### src/rtl/layer_output_buffer.sv
// Layer output buffer: collects P-lane accumulator beats into M quantized rows, then drains them in order.
// Define LAYER_OUT_SATURATE_EN to clamp to the output range instead of wrapping.
module layer_output_buffer #(
    parameter int M     = 16,
    parameter int P     = 1,
    parameter int ACC_W = 32,
    parameter int OUT_W = 16,
    parameter int FRAC  = 8
) (
    input  logic                 clk,
    input  logic                 reset,
    input  logic                 acc_valid,
    input  logic [P*ACC_W-1:0]   acc_data,
    input  logic [P-1:0]         lane_en,
    input  logic                 act_sel,
    output logic                 acc_ready,
    output logic                 out_valid,
    input  logic                 out_ready,
    output logic [OUT_W-1:0]     out_data,
    output logic                 out_last
);

    localparam int WP_W = $clog2(M + P) + 1;
    localparam int RD_W = (M > 1) ? $clog2(M) : 1;

    typedef enum logic {S_FILL, S_DRAIN} state_t;

    state_t                 state;
    logic [WP_W-1:0]        wr_ptr;
    logic [RD_W-1:0]        rd_ptr;
    logic [OUT_W-1:0]       buf_q   [M];
    logic [OUT_W-1:0]       buf_nxt [M];
    logic [OUT_W-1:0]       lane_q  [P];
    logic [OUT_W-1:0]       rd_next_data;
    logic                   accept;

    function automatic logic [OUT_W-1:0] quantize(input logic signed [ACC_W-1:0] acc,
                                                  input logic relu);
        logic signed [ACC_W-1:0] sh;
        sh = acc >>> FRAC;
        if (relu && (sh < 0))
            sh = '0;
`ifdef LAYER_OUT_SATURATE_EN
        if (sh > $signed({{(ACC_W-OUT_W+1){1'b0}}, {(OUT_W-1){1'b1}}}))
            return {1'b0, {(OUT_W-1){1'b1}}};
        if (sh < $signed({{(ACC_W-OUT_W+1){1'b1}}, {(OUT_W-1){1'b0}}}))
            return {1'b1, {(OUT_W-1){1'b0}}};
        return sh[OUT_W-1:0];
`else
        return sh[OUT_W-1:0];
`endif
    endfunction

    assign acc_ready = (state == S_FILL);
    assign accept    = acc_valid && (state == S_FILL);

    // Quantize every lane, then scatter enabled in-range lanes into the row buffer.
    always_comb begin
        for (int i = 0; i < P; i++)
            lane_q[i] = quantize(acc_data[i*ACC_W +: ACC_W], act_sel);
        for (int r = 0; r < M; r++) begin
            buf_nxt[r] = buf_q[r];
            for (int i = 0; i < P; i++) begin
                if (accept && lane_en[i] && (wr_ptr + WP_W'(i) == WP_W'(r)))
                    buf_nxt[r] = lane_q[i];
            end
        end
    end

    always_comb begin
        rd_next_data = '0;
        for (int r = 0; r < M; r++) begin
            if (rd_ptr + RD_W'(1) == RD_W'(r))
                rd_next_data = buf_q[r];
        end
    end

    // The first drained row comes from buf_nxt so the final beat's lanes are visible one cycle later.
    always_ff @(posedge clk or posedge reset) begin
        if (reset) begin
            state     <= S_FILL;
            wr_ptr    <= '0;
            rd_ptr    <= '0;
            out_valid <= 1'b0;
            out_data  <= '0;
            out_last  <= 1'b0;
            buf_q     <= '{default: '0};
        end else begin
            buf_q <= buf_nxt;
            case (state)
                S_FILL: begin
                    if (accept) begin
                        if (wr_ptr + WP_W'(P) >= WP_W'(M)) begin
                            state     <= S_DRAIN;
                            wr_ptr    <= '0;
                            rd_ptr    <= '0;
                            out_valid <= 1'b1;
                            out_data  <= buf_nxt[0];
                            out_last  <= (M == 1);
                        end else begin
                            wr_ptr <= wr_ptr + WP_W'(P);
                        end
                    end
                end
                S_DRAIN: begin
                    if (out_valid && out_ready) begin
                        if (rd_ptr == RD_W'(M - 1)) begin
                            state     <= S_FILL;
                            rd_ptr    <= '0;
                            out_valid <= 1'b0;
                            out_last  <= 1'b0;
                        end else begin
                            rd_ptr   <= rd_ptr + RD_W'(1);
                            out_data <= rd_next_data;
                            out_last <= (rd_ptr + RD_W'(1) == RD_W'(M - 1));
                        end
                    end
                end
                default: state <= S_FILL;
            endcase
        end
    end

endmodule

### config.mk
export PLATFORM = sky130hd
export DESIGN_NAME = layer_output_buffer
export DESIGN_NICKNAME = d
export VERILOG_FILES = /design/src/rtl/layer_output_buffer.sv
export SDC_FILE = /design/constraint.sdc
export NUM_CORES = 1
export LEC_CHECK = 0
export CORE_ASPECT_RATIO = 2
export CORE_MARGIN = 5
export CORE_UTILIZATION = 60
export DETAILED_ROUTE_END_ITERATION = 10
export DONT_BUFFER_PORTS = 1
export GPL_TIMING_DRIVEN = 0
export MAX_ROUTING_LAYER = met4
export PLACE_DENSITY = 0.82
export SLEW_MARGIN = 0
export SYNTH_ARGS = -nofsm -noshare
export SYNTH_HDL_FRONTEND = slang
export SYNTH_SLANG_ARGS = --single-unit
### constraint.sdc
create_clock -name clk -period 11 [get_ports clk]
set_input_delay 1.1 -clock clk [delete_from_list [all_inputs] [get_ports clk]]
set_output_delay 1.1 -clock clk [all_outputs]
set_load 0.02 [all_outputs]
==> impl_metrics.yaml <==
min_path:
  hold_class: "in2async"
route:
  drt.antenna.violating_nets: 0
  firstDrtPassIters: 7
  wl_per_cell_um: 29.8
  drc: 0
  drt_iter0_markers: 1904
  drt-total-wl_um: 56800
  vias: 13300
  via_per_inst: 6.96
yosys:
  synth_flop_cell: "dfrtp_1"
  synth.distinct_cells: 78
  syn_area_per_cell_um2: 8.79
  synth_edf_count: 0
  async_flop_share_pct: 100
  ys_seq_area_share_pct: 51.5
  ys_ff_latch: 285
  synth_area_um2: 13800
  syn-instance-count: 1575
  yosys_warnings: 0
  synthesis.nets: 1622
floorplanning:
  core_um2: 22700
  ioPinCount: 57
  die_area_um2: 26400
  die_x_um: 117
  fp.dieH_um: 225
  initial_core_util_pct: 60.9
  row_count: 78
sta:
  drv_slew: 0
  max_slew_margin_pct: 2.92
  skew_ns: 0.0104
  period_share_pct: 37.8
  max_slew.worst_pin.slew_ns: 1.44
  final_hold_viol_count: 0
  fmax_mhz: 240
  finalSetupViolCount: 0
  rsz0062_at_grt: "no"
  min_period_ns: 4.16
clocking:
  cts_tree: "done"
  clkLatencyLatePin_ns: 0.56
  cts.clk_slew.worst_paths_ns: 0.07
  post_cts_resized: 0
  cts_htree_levels: 1
  cts.sinks: 285
  cts_setup_buffers: 0
  clockBufferDepth: 3
  postCtsHoldBufs: 0
  cts_made_buffers: 26
  ctsRootBufferMaster: "clkbuf_16"
grt:
  grt_overflow: 0
  antenna_found_initial: 0
  grt_usage_pct: 44.1
  grt_first_pass_wirelength_um: 84600
  grt_max_degree: 137
  first_global_vias: 13200
worst_setup_path:
  worstPathRequired_ns: 11.48
  endpoint_kind: "flop"
  crit_type: "reg2reg"
  critPathMaxFanout: 10
  arrival_ns: 4.64
  start_kind: "flop"
place:
  port_buffers: 0
  place_inst: 1857
  dpl.hpwl_um: 41800
  gp_congestion: 1.05
finish:
  finalNonFillerCells: 1905
  diodes: 0
  nets: 1652
  drive_above_1_share_pct: 6.58
  fillers: 1935
  area_delta_synth_final_pct: 9.35
outcome:
  outcome: "completed"
power:
  p_leak_nw: 6.54
  power_mw: 4.08
  ir_drop_v: 0.000210
  p_per_area_nw_per_um2: 269
job:
  max-cap-violations: 0
## registers in the layout (all words and copies together) (netlist names)
name       cells
out_last       1
out_valid      1
state          1
out_data      16
wr_ptr         6
buf_q        256
rd_ptr         4
## cell usage in the layout (no fill, tap or decap), types with 5 or more instances in the layout
master / n
a211oi_1: 10
o31ai_1: 5
clkinv_2: 5
clkbuf_8: 5
and3_1: 10
and2_1: 6
ha_1: 9
nor2b_1: 11
nor2_1: 55
clkbuf_16: 27
o31a_1: 5
nand2b_1: 5
a32oi_1: 11
nor3_1: 11
o2bb2ai_1: 7
a21oi_1: 74
nand3_1: 16
a221o_1: 6
inv_1: 25
a22oi_1: 21
o32ai_1: 6
a21boi_0: 5
nand2_1: 363
buf_4: 7
buf_2: 29
mux2i_1: 7
o22ai_1: 20
o221ai_1: 13
o21ai_0: 327
a221oi_1: 15
o21ai_1: 7
dfrtp_1: 285
a31oi_1: 11
o211ai_1: 16
clkbuf_1: 96
## metal layers
layer  wire, µm  global-route usage, %
met5          0                      -
met4       5790                   35.6
met3       4860                   7.10
met2      27400                   70.9
met1      18800                   48.0
## synth_stat cells, types with 7 or more instances
cell | n | share of area, %
nand3_1 | 16 | 0.58
o21ai_0 | 327 | 12
o211ai_1 | 16 | 0.87
nor2_1 | 55 | 1.5
a22oi_1 | 21 | 1.1
a21oi_1 | 74 | 2.7
o22ai_1 | 20 | 0.90
nor3_1 | 11 | 0.40
o221ai_1 | 13 | 0.82
a32oi_1 | 11 | 0.70
buf_4 | 7 | 0.38
inv_1 | 26 | 0.71
a221oi_1 | 15 | 0.95
o21ai_1 | 7 | 0.25
and3_1 | 10 | 0.45
buf_2 | 29 | 1.0
mux2i_1 | 7 | 0.51
a211oi_1 | 10 | 0.54
dfrtp_1 | 285 | 52
nand2_1 | 363 | 9.8
clkbuf_1 | 91 | 2.5
ha_1 | 9 | 0.81
a31oi_1 | 11 | 0.50
nor2b_1 | 11 | 0.50
o2bb2ai_1 | 7 | 0.44
## cell families (layout without fill, tap and decap cells)
kind of cell             after synthesis  count (layout)  share of synthesized area, %
AO/OA/AOI/OAI                        609             609                          26.9
adder cells (fa/ha/maj)                9               9                         0.814
buffers and inverters                158             208                          4.74
flip-flops                           285             285                          51.5
multiplexers                           7               7                         0.506
AND/OR/NAND/NOR                      507             507                          15.5
## area by class of cell
cell class,count,area (µm²),share of cell area [%]
timing repair buffer,2,55.1,0.364
clock inverter,11,118,0.777
sequential,285,7130,47.1
clock buffer,37,763,5.04
inverter,27,109,0.719
multi-input combinational,1132,6050,40.0
tap,280,350,2.32
buffer,131,554,3.66
## power breakdown
part           switching, mW  leakage (nW)  internal [mW]  total, mW
clock                  0.423         0.431          0.532      0.955
sequential             0.323          3.79           1.46       1.78
combinational          0.933          2.32          0.410       1.34
## stage by stage
| stage | setup TNS, ns | hold WS (ns) | utilization (%) | setup WS (ns) | instance area, µm² |
|---|---|---|---|---|---|
| 2_1_floorplan | 0 | 0.441 | - | 2.04 | 13800 |
| 4_1_cts | 0 | 0.316 | 66.6 | 7.04 | 15100 |
| 6_report | 0 | 0.323 | 66.6 | 6.84 | 15100 |
| 3_3_place_gp | -157.56 | 0.454 | 62.4 | -0.591 | 14200 |
| 3_5_place_dp | 0 | 0.465 | 62.7 | 7.08 | 14300 |
| 5_1_grt | 0 | 0.324 | 66.6 | 6.97 | 15100 |
## worst max-delay path: stages, from the launching register on
cell	delay [ns]
dfrtp_1	0.42
buf_4	0.20
inv_1	0.09
ha_1	0.14
buf_2	0.26
clkbuf_1	0.55
buf_2	0.46
buf_1	0.67
a22oi_1	0.22
o2bb2ai_1	0.61
o21ai_0	0.27
a21oi_1	0.18
## worst paths after layout
path | slack [ns] | endpoint | depth (start not counted) | start
setup reg to reg | 6.84 | out_data[7] | 11 | rd_ptr[0]
hold reg to reg | 0.48 | buf_q[160] | 2 | buf_q[160]
max in group asynchronous | 9.64 | buf_q[248] | 2 | reset
setup / recovery | 6.84 | out_data[7] | 11 | rd_ptr[0]
hold / removal | 0.32 | buf_q[255] | 1 | reset
min in group clk | 0.48 | buf_q[160] | 2 | buf_q[160]
Note: power is estimated with default switching activity, not from simulation.
